### src/rtl/writeback_unit.sv
// Writeback stage for the IXU1/IXU2/LSU lanes.
// Registers each EX result into its WB lane, turns invalid, x0 and
// same-bundle WAW-losing lanes into bubbles, and holds the pipeline
// (o_stall) while a load waits for memory, with a sticky timeout flag.
//
// Ports:
//   clk, rst_n                      clock, synchronous active-low reset
//   i_ixu1_ex_* / i_ixu2_ex_*       integer lane valid, rd, result
//   i_lsu_ex_*                      LSU valid, rd, result, is_load
//   i_mem_rvalid, i_mem_rdata       load data return
//   o_ixu1_wb_* / o_ixu2_wb_*       registered WB rd and data
//   o_lsu_wb_*                      registered LSU WB rd, data, is_load
//   o_rf_we                         register-file write enables {lsu, ixu2, ixu1}
//   o_stall                         high while a load is outstanding
//   o_load_timeout                  sticky: a load was abandoned
module writeback_unit #(
    parameter int unsigned TIMEOUT = 255
) (
    input  logic        clk,
    input  logic        rst_n,
    input  logic        i_ixu1_ex_valid,
    input  logic [4:0]  i_ixu1_ex_rd,
    input  logic [31:0] i_ixu1_ex_result,
    input  logic        i_ixu2_ex_valid,
    input  logic [4:0]  i_ixu2_ex_rd,
    input  logic [31:0] i_ixu2_ex_result,
    input  logic        i_lsu_ex_valid,
    input  logic [4:0]  i_lsu_ex_rd,
    input  logic [31:0] i_lsu_ex_result,
    input  logic        i_lsu_ex_is_load,
    input  logic        i_mem_rvalid,
    input  logic [31:0] i_mem_rdata,
    output logic [4:0]  o_ixu1_wb_rd,
    output logic [31:0] o_ixu1_wb_data,
    output logic [4:0]  o_ixu2_wb_rd,
    output logic [31:0] o_ixu2_wb_data,
    output logic [4:0]  o_lsu_wb_rd,
    output logic [31:0] o_lsu_wb_data,
    output logic        o_lsu_wb_is_load,
    output logic [2:0]  o_rf_we,
    output logic        o_stall,
    output logic        o_load_timeout
);

    localparam int unsigned RW = 5;
    localparam int unsigned DW = 32;
    localparam int unsigned CW = 8;

    typedef enum logic [0:0] {
        ST_IDLE     = 1'b0,
        ST_WAIT_MEM = 1'b1
    } state_t;

    state_t          r_state;
    logic [CW-1:0]   r_cnt;
    logic [RW-1:0]   r_saved_rd;
    logic [RW-1:0]   r_ixu1_rd, r_ixu2_rd, r_lsu_rd;
    logic [DW-1:0]   r_ixu1_data, r_ixu2_data, r_lsu_data;
    logic            r_lsu_is_load;
    logic            r_stall;
    logic            r_timeout;

    state_t          w_nxt_state;
    logic [CW-1:0]   w_nxt_cnt;
    logic [CW-1:0]   w_cnt_inc;
    logic [RW-1:0]   w_nxt_saved_rd;
    logic [RW-1:0]   w_nxt_ixu1_rd, w_nxt_ixu2_rd, w_nxt_lsu_rd;
    logic [DW-1:0]   w_nxt_ixu1_data, w_nxt_ixu2_data, w_nxt_lsu_data;
    logic            w_nxt_lsu_is_load;
    logic            w_nxt_timeout;
    logic            w_ixu1_wr, w_ixu2_wr;
    logic [RW-1:0]   w_lsu_rd_eff;

    // Same-bundle WAW resolution: ixu1 beats ixu2 beats lsu; x0 never writes.
    always_comb begin
        w_ixu1_wr = i_ixu1_ex_valid && (i_ixu1_ex_rd != '0);
        w_ixu2_wr = i_ixu2_ex_valid && (i_ixu2_ex_rd != '0)
                    && !(w_ixu1_wr && (i_ixu1_ex_rd == i_ixu2_ex_rd));
        w_lsu_rd_eff = '0;
        if (i_lsu_ex_valid && (i_lsu_ex_rd != '0)
            && !(w_ixu1_wr && (i_ixu1_ex_rd == i_lsu_ex_rd))
            && !(w_ixu2_wr && (i_ixu2_ex_rd == i_lsu_ex_rd))) begin
            w_lsu_rd_eff = i_lsu_ex_rd;
        end
    end

    assign w_cnt_inc = r_cnt + CW'(1);

    // Next-state and next-output logic; every lane defaults to a bubble.
    always_comb begin
        w_nxt_state       = r_state;
        w_nxt_cnt         = r_cnt;
        w_nxt_saved_rd    = r_saved_rd;
        w_nxt_timeout     = r_timeout;
        w_nxt_ixu1_rd     = '0;
        w_nxt_ixu1_data   = '0;
        w_nxt_ixu2_rd     = '0;
        w_nxt_ixu2_data   = '0;
        w_nxt_lsu_rd      = '0;
        w_nxt_lsu_data    = '0;
        w_nxt_lsu_is_load = 1'b0;

        case (r_state)
            ST_IDLE: begin
                if (w_ixu1_wr) begin
                    w_nxt_ixu1_rd   = i_ixu1_ex_rd;
                    w_nxt_ixu1_data = i_ixu1_ex_result;
                end
                if (w_ixu2_wr) begin
                    w_nxt_ixu2_rd   = i_ixu2_ex_rd;
                    w_nxt_ixu2_data = i_ixu2_ex_result;
                end
                if (i_lsu_ex_valid && i_lsu_ex_is_load) begin
                    // A load that lost WAW is still waited for but writes nothing.
                    w_nxt_saved_rd = w_lsu_rd_eff;
                    w_nxt_cnt      = '0;
                    w_nxt_state    = ST_WAIT_MEM;
                end else if (w_lsu_rd_eff != '0) begin
                    w_nxt_lsu_rd   = w_lsu_rd_eff;
                    w_nxt_lsu_data = i_lsu_ex_result;
                end
            end
            ST_WAIT_MEM: begin
                if (i_mem_rvalid) begin
                    // Data beats a same-cycle timeout.
                    w_nxt_lsu_rd      = r_saved_rd;
                    w_nxt_lsu_data    = (r_saved_rd != '0) ? i_mem_rdata : '0;
                    w_nxt_lsu_is_load = 1'b1;
                    w_nxt_state       = ST_IDLE;
                end else if (w_cnt_inc == CW'(TIMEOUT)) begin
                    w_nxt_cnt     = w_cnt_inc;
                    w_nxt_timeout = 1'b1;
                    w_nxt_state   = ST_IDLE;
                end else begin
                    w_nxt_cnt = w_cnt_inc;
                end
            end
            default: begin
                w_nxt_state = ST_IDLE;
            end
        endcase
    end

    // State and output registers.
    always_ff @(posedge clk) begin
        if (!rst_n) begin
            r_state       <= ST_IDLE;
            r_cnt         <= '0;
            r_saved_rd    <= '0;
            r_ixu1_rd     <= '0;
            r_ixu1_data   <= '0;
            r_ixu2_rd     <= '0;
            r_ixu2_data   <= '0;
            r_lsu_rd      <= '0;
            r_lsu_data    <= '0;
            r_lsu_is_load <= 1'b0;
            r_stall       <= 1'b0;
            r_timeout     <= 1'b0;
        end else begin
            r_state       <= w_nxt_state;
            r_cnt         <= w_nxt_cnt;
            r_saved_rd    <= w_nxt_saved_rd;
            r_ixu1_rd     <= w_nxt_ixu1_rd;
            r_ixu1_data   <= w_nxt_ixu1_data;
            r_ixu2_rd     <= w_nxt_ixu2_rd;
            r_ixu2_data   <= w_nxt_ixu2_data;
            r_lsu_rd      <= w_nxt_lsu_rd;
            r_lsu_data    <= w_nxt_lsu_data;
            r_lsu_is_load <= w_nxt_lsu_is_load;
            r_stall       <= (w_nxt_state == ST_WAIT_MEM);
            r_timeout     <= w_nxt_timeout;
        end
    end

    assign o_ixu1_wb_rd     = r_ixu1_rd;
    assign o_ixu1_wb_data   = r_ixu1_data;
    assign o_ixu2_wb_rd     = r_ixu2_rd;
    assign o_ixu2_wb_data   = r_ixu2_data;
    assign o_lsu_wb_rd      = r_lsu_rd;
    assign o_lsu_wb_data    = r_lsu_data;
    assign o_lsu_wb_is_load = r_lsu_is_load;
    assign o_rf_we          = {r_lsu_rd != '0, r_ixu2_rd != '0, r_ixu1_rd != '0};
    assign o_stall          = r_stall;
    assign o_load_timeout   = r_timeout;

endmodule

### config.mk
export PLATFORM = sky130hd
export DESIGN_NAME = writeback_unit
export DESIGN_NICKNAME = d
export VERILOG_FILES = /design/src/rtl/writeback_unit.sv
export SDC_FILE = /design/constraint.sdc
export NUM_CORES = 1
export LEC_CHECK = 0
export ABC_AREA = 1
export CAP_MARGIN = 20
export CORE_MARGIN = 5
export CORE_UTILIZATION = 39
export CTS_BUF_LIST = sky130_fd_sc_hd__clkbuf_4 sky130_fd_sc_hd__clkbuf_8
export DETAILED_ROUTE_END_ITERATION = 10
export HOLD_SLACK_MARGIN = 0.12
export PLACE_DENSITY = 0.82
export SYNTH_ARGS = -nofsm -noshare
export SYNTH_HDL_FRONTEND = slang
export SYNTH_SLANG_ARGS = --single-unit
### constraint.sdc
create_clock -name clk -period 1.8 [get_ports clk]
set_input_delay 0.36 -clock clk [delete_from_list [all_inputs] [get_ports clk]]
set_output_delay 0.36 -clock clk [all_outputs]
set_load 0.01 [all_outputs]
==> results of run 1 <==
-- per-stage QoR --
step | utilization, % | instances | TNS, ns
floorplan | - | 591 | 0
global placement | 65.18 | 1018 | -16.90
detailed placement | 65.18 | 1018 | -20.06
CTS | 68.51 | 1050 | 0
global route | 68.51 | 1050 | 0
finish | 68.51 | 1050 | 0
-- power by group --
group          internal (W)  switching, W  total (W)
logic              0.000650      0.000455    0.00111
clock network       0.00127       0.00118    0.00245
registers           0.00293     0.0000396    0.00297
-- cell usage after synthesis (all sizes together) --
| library cell | n |
|---|---|
| xnor2 | 8 |
| a21oi | 27 |
| xor2 | 4 |
| inv | 112 |
| nand3 | 46 |
| buf | 11 |
| o21bai | 1 |
| dfxtp | 127 |
| nor3 | 5 |
| clkbuf | 10 |
| nand2 | 89 |
| nor2 | 109 |
| ha | 2 |
| nand4 | 4 |
| o21ai | 36 |
-- layer usage --
layer  vias up  global-route usage [%]
met3        16                   8.215
met2       177                   36.63
met4         0                   6.872
li1       2382                       -
met1      2025                   20.82
met5         -                       0
-- cell type report --
class | instances | area share, %
flip-flops and latches | 127 | 31.29
inverters | 112 | 5.173
clock buffers | 18 | 2.972
clock inverters | 14 | 1.971
well taps | 147 | 2.263
multi-input cells | 331 | 19.49
repair buffers | 301 | 36.84
-- cells by family (layout without fill, tap and decap cells) --
family	Yosys count	count (layout)	synth area share (%)
buffers and inverters	133	445	11.46
xor gates and xnor gates	12	12	2.255
adders and majority gates	2	2	0.5368
AOI/OAI and AO/OA	64	64	8.779
DFF	127	127	54.55
and+or+nand+nor	253	253	22.42
-- state kept, by name (all words and copies together) (netlist names) --
signal,count
o_ixu1_wb_data,32
o_ixu2_wb_data,32
o_lsu_wb_data,32
r_cnt,8
o_ixu1_wb_rd,5
o_ixu2_wb_rd,5
o_lsu_wb_rd,5
r_saved_rd,5
o_load_timeout,1
o_lsu_wb_is_load,1
o_stall,1
-- what timing repair did --
item	4_1_cts	5_1_grt
gates resized for setup	5	1
hold endpoints to repair	0	0
endpoints found under the setup margin	5	1
-- how the worst max path moves through the flow --
stage                  startpoint                 end  slack [ns]  depth (start not counted)
2_1_floorplan            r_cnt[1]             o_stall        0.39                         10
3_3_place_gp      i_ixu2_ex_rd[3]      o_lsu_wb_rd[0]       -0.20                          9
3_5_place_dp      i_ixu2_ex_rd[3]       r_saved_rd[0]       -0.24                          9
4_1_cts            o_lsu_wb_rd[4]      o_lsu_wb_rd[4]        0.06                          1
5_1_grt                  r_cnt[1]             o_stall        0.03                          9
6_report       o_ixu2_wb_data[26]  o_ixu2_wb_data[26]        0.10                          1
==> run metrics, run 1 <==
Iteration-0 DRC Markers=185; Slew HR=76.08%; DR WL/cell=13.73 um; CP endpoint kind=primary output; Slew Limit Fails=0; DR DRC count=0; Clock Skews=0.01356 ns; Post-Place Setup Slack=-0.2408 ns; Setup violations, final=0; Post-CTS Repair Setup Buffers=0; detailed-placement wirelength estimate=11400 um; top area cells in the synthesized netlist=dfxtp_1 (55%), inv_1 (8.7%), nor2_1 (8.7%); Distinct cells, synth=24; leakage power=3.608 nW; most common cell after layout, fill and taps aside=clkdlybuf4s50_1; f_max=589.5 MHz; H-tree depth=4; final worst path period share=94.24%; worst slew pin tran=0.3584 ns; total area of sequential cells=2542 um2; detailed-route wire length on metal 1=5445 um; layout cells sized above 1=10.74%; metal2 WL=7388 um; DRT Pass-1 Iters=5; CTS sink cnt=127; reg2reg path depth=9; origin of the worst min-delay path=o_load_timeout; initial core utilization=39.29%; antenna fix cells=0; vias in the first global route=4578; footprint of the multi-input gates=1584 um2; GPL Wtd Cong=0.8269; grt ovf=0; top sig layer=met4; Nets=1042; worst skew pair latency=0.42 ns; final worst slack=0.1038 ns; crit start category=register; core area=11860 um2; RR Endpoint=o_stall; clk buf depth=2; Synth Instances=591; Worst path slowest cell=clkdlybuf4s50_1; Syn. warnings=0; largest net degree at the start of global routing=38; Worst R2R Setup Slack=0.14 ns; kind of critical path=reg -> out; max_cap viols=0; clk root buf=clkbuf_8; Reg2Reg Launch Point=r_cnt[0]; outcome=finished, final reports clean; vias post-DR=4600; pwr dens=802.2 nW/um2; leading area contributor after synthesis=dfxtp_1; Hold Slack=0.4531 ns; Cell Area, Synth=4661 um2; post-synthesis sequential area ratio=54.55%; largest stage delay on the critical path=0.58 ns; Critical Path AT=1.34 ns; total track usage=20.12%; Min-Delay Endpoint=o_load_timeout; Mapped Nets=743; DIE HEIGHT=119.3 um; syn avg cell area=7.886 um2; crit path time final=1.696 ns; CTS tree=done; Hold Path Class=reg -> reg; io pins=267; Die X=119.3 um; final wirelength=14420 um; Max FO, Critical Path=1; ANT nets after route=0; Area Growth Syn to Fin=74.36%; Worst Path Buf+Inv=1; Worst EP required=1.44 ns; Synth top area share=54.55%; most frequent cells in the layout=clkdlybuf4s50_1 (261), dfxtp_1 (127), inv_1 (108), nor2_1 (108), nand2_1 (88); Final Hold Violating Endpoints=0; vias per cell=4.381; first-pass GRT wire length=22710 um; Die ar.=14240 um2; fillcell total=939; number of CTS-inserted buffers=17; IO Port Bufs=266; critical path cell sequence=clkdlybuf4s50_1; Hold Path Depth=2; RSZ-0062 raised after global routing=false; CP top delay family=buffers and inverters; number of synthesized register bits=127; Max VDD drop=0.5427 mV; CTS clk-pin slew, worst paths=0.08 ns; total power=0.006519 W; Site Rows=40; initial antenna violation count=0; Placed Area=7731 um2; CTS Hold Bufs=0; met3 wire length=1352 um; design area=8127 um2
Power figures use the tool's default switching activity.
==> run 2: changes to the inputs <==
--- a/config.mk
+++ b/config.mk
@@ -13,6 +13,7 @@
 export DETAILED_ROUTE_END_ITERATION = 10
 export HOLD_SLACK_MARGIN = 0.12
 export PLACE_DENSITY = 0.82
+export SLEW_MARGIN = 20
 export SYNTH_ARGS = -nofsm -noshare
 export SYNTH_HDL_FRONTEND = slang
 export SYNTH_SLANG_ARGS = --single-unit
==> results of run 2 <==
Final layout, timing and power as in run 1 (identical DEF).
==> RTL change, RTL diff (settings of run 2) <==
Reset style: asynchronous (`rst_n`), changed in one clocked block. Comments in the files are not updated.
--- a/src/rtl/writeback_unit.sv
+++ b/src/rtl/writeback_unit.sv
@@ -144,3 +144,3 @@
     // State and output registers.
-    always_ff @(posedge clk) begin
+    always_ff @(posedge clk or negedge rst_n) begin
         if (!rst_n) begin
Check against the original RTL: differs if rst_n is asserted again (counterexample within 4 cycles, from zero or initial values and one cycle with rst_n low); with rst_n held inactive, the same outputs for 10 cycles.
==> RTL change against run 2 <==
- setup slack lost 0.046 ns
- sequential cell count is the same
- area after synthesis increased by 11%
- synthesized cell count fell by 6.9%
- final area grew 7.6%
- non-clock buffer count is 1 lower
- via count grew 0.11%
- wire length grew 9.2%
- hold slack worse by 0.061 ns
- critical path type unchanged
- highest routed layer unchanged
Power is not compared: it rests on default switching activity, and its combinational part moved more than twofold at a synthesized area within 25%.
==> RTL change: results (changes against run 2) <==
metric,value,unit,change
synth_area_leaders,"dfrtp_1, nand2_1, nor2_1, inv_1, o21ai_2",,
skew,0.00989,ns,-0.00367 ns
critPathLaunch,o_ixu1_wb_rd[3]$_DFF_PN0_,,
place_area,8290,um2,+7.2%
place_inst,1004,,-1.4%
endpoint,o_ixu1_wb_rd[3],,
netlist_instances,550,,-6.9%
worst-path-max-fanout,2,,+1
worstHoldPathType,input port to asynchronous set/reset pin,,
globalRouteTotalUtil,0.201,,-0.000298
wl,15.7,mm,+9.2%
critPathSlowestCell,clkdlybuf4s50_1,,
synth_common_cells,"dfrtp_1, nand2_1, nor2_1",,
syn-num-nets,702,,-5.5%
fillCellCount,1018,,+8.4%
via_per_inst,4.44,,+1.4%
first_pass_iters,6,,+1
drt_iter0_drc,269,,+45%
grt_max_degree,39,,+2.6%
reg2reg_to,o_stall$_DFF_PN0_,,
antenna_found_initial,0,,unchanged
gp_congestion,0.823,,-0.50%
slew_headroom,0.748,,-0.0124
post-dp-hpwl,12.1,mm,+6.5%
r2r_start,r_cnt[0]$_DFFE_PN0P_,,
status,"finished, final reports clean",,
antenna_cells,0,,unchanged
async_flop_share,1.00,,+1.00
grt_pass1_vias,4748,,+3.7%
r2r_slack,0.28,ns,+0.14 ns
clkTransAtPathRegs,0.07,ns,
reg2reg_depth,8,,-1
final_layout_size_suffix_gt1_frac,0.121,,+0.0134
h-tree-depth,4,,unchanged
vias,4605,,+0.11%
switching_share,0.280,,
cp.arrival,1.38,ns,+0.04 ns
seq_area_frac_synth,0.614,,+0.0689
grt_pass1_wl,24.6,mm,+8.4%
-- RTL change: final cells by class --
class,count,share of cell area
Timing Repair Buffer,300,0.345
Clock inverter,11,0.0185
Clock buffer,21,0.0323
Inverter,93,0.0399
Tap cell,176,0.0252
Sequential cell,127,0.363
Multi-Input combinational cell,309,0.176
-- RTL change: worst min-delay path by stage --
stage                                   endpoint  slack [ns]  cells after the start
floorplan            o_ixu1_wb_data[0]$_DFF_PN0_        0.06                      0
global placement    o_ixu2_wb_data[17]$_DFF_PN0_        0.31                      1
detailed placement  o_ixu2_wb_data[16]$_DFF_PN0_        0.31                      1
CTS                 o_ixu2_wb_data[11]$_DFF_PN0_        0.37                      2
global route         o_ixu2_wb_data[9]$_DFF_PN0_        0.40                      2
finish              o_ixu2_wb_data[11]$_DFF_PN0_        0.39                      2
-- RTL change: repair_timing --
action / in CTS / in global routing
endpoints found under the hold margin: 22 / 0
buffers inserted: 0 / 0
setup endpoints to repair: 3 / 3
hold buffers: 1 / 0
resized for setup: 3 / 3
-- RTL change: cell families (layout without fill, tap and decap cells) --
group           count (synthesis)  count (layout)  share of synthesized area
buf+inv                       114             425                     0.0897
flops                         127             127                      0.614
xor+xnor                       14              14                     0.0237
fa+ha+maj                       2               2                    0.00484
compound gates                 45              45                     0.0672
simple gates                  248             248                      0.200
-- RTL change: power groups by stage --
stage          combinational, W  sequential, W  clock (W)
4_1_cts                 0.00235        0.00335    0.00278
3_3_place_gp            0.00232        0.00340          0
6_report                0.00233        0.00335    0.00271
5_1_grt                 0.00251        0.00339    0.00288
3_5_place_dp            0.00235        0.00341          0
2_1_floorplan          0.000764        0.00356          0
-- RTL change: routing by layer --
layer  up-vias  GRT usage  share of wire
met4         0     0.0721          0.019
met3        22     0.0593          0.063
met5         -          0              0
met1      2139      0.220           0.39
li1       2276          -              -
met2       168      0.368           0.53
-- RTL change: through the flow --
stage / utilization / power, W / TNS (ns) / hold WS, ns / setup slack, ns
floorplan: - / 0.00432 / 0 / 0.0644 / 0.400
global placement: 0.631 / 0.00572 / -8.83 / 0.306 / -0.171
detailed placement: 0.631 / 0.00576 / -10.61 / 0.305 / -0.203
CTS: 0.665 / 0.00849 / 0 / 0.365 / 0.000342
global route: 0.666 / 0.00879 / 0 / 0.400 / 0.00719
finish: 0.666 / 0.00839 / 0 / 0.392 / 0.0573
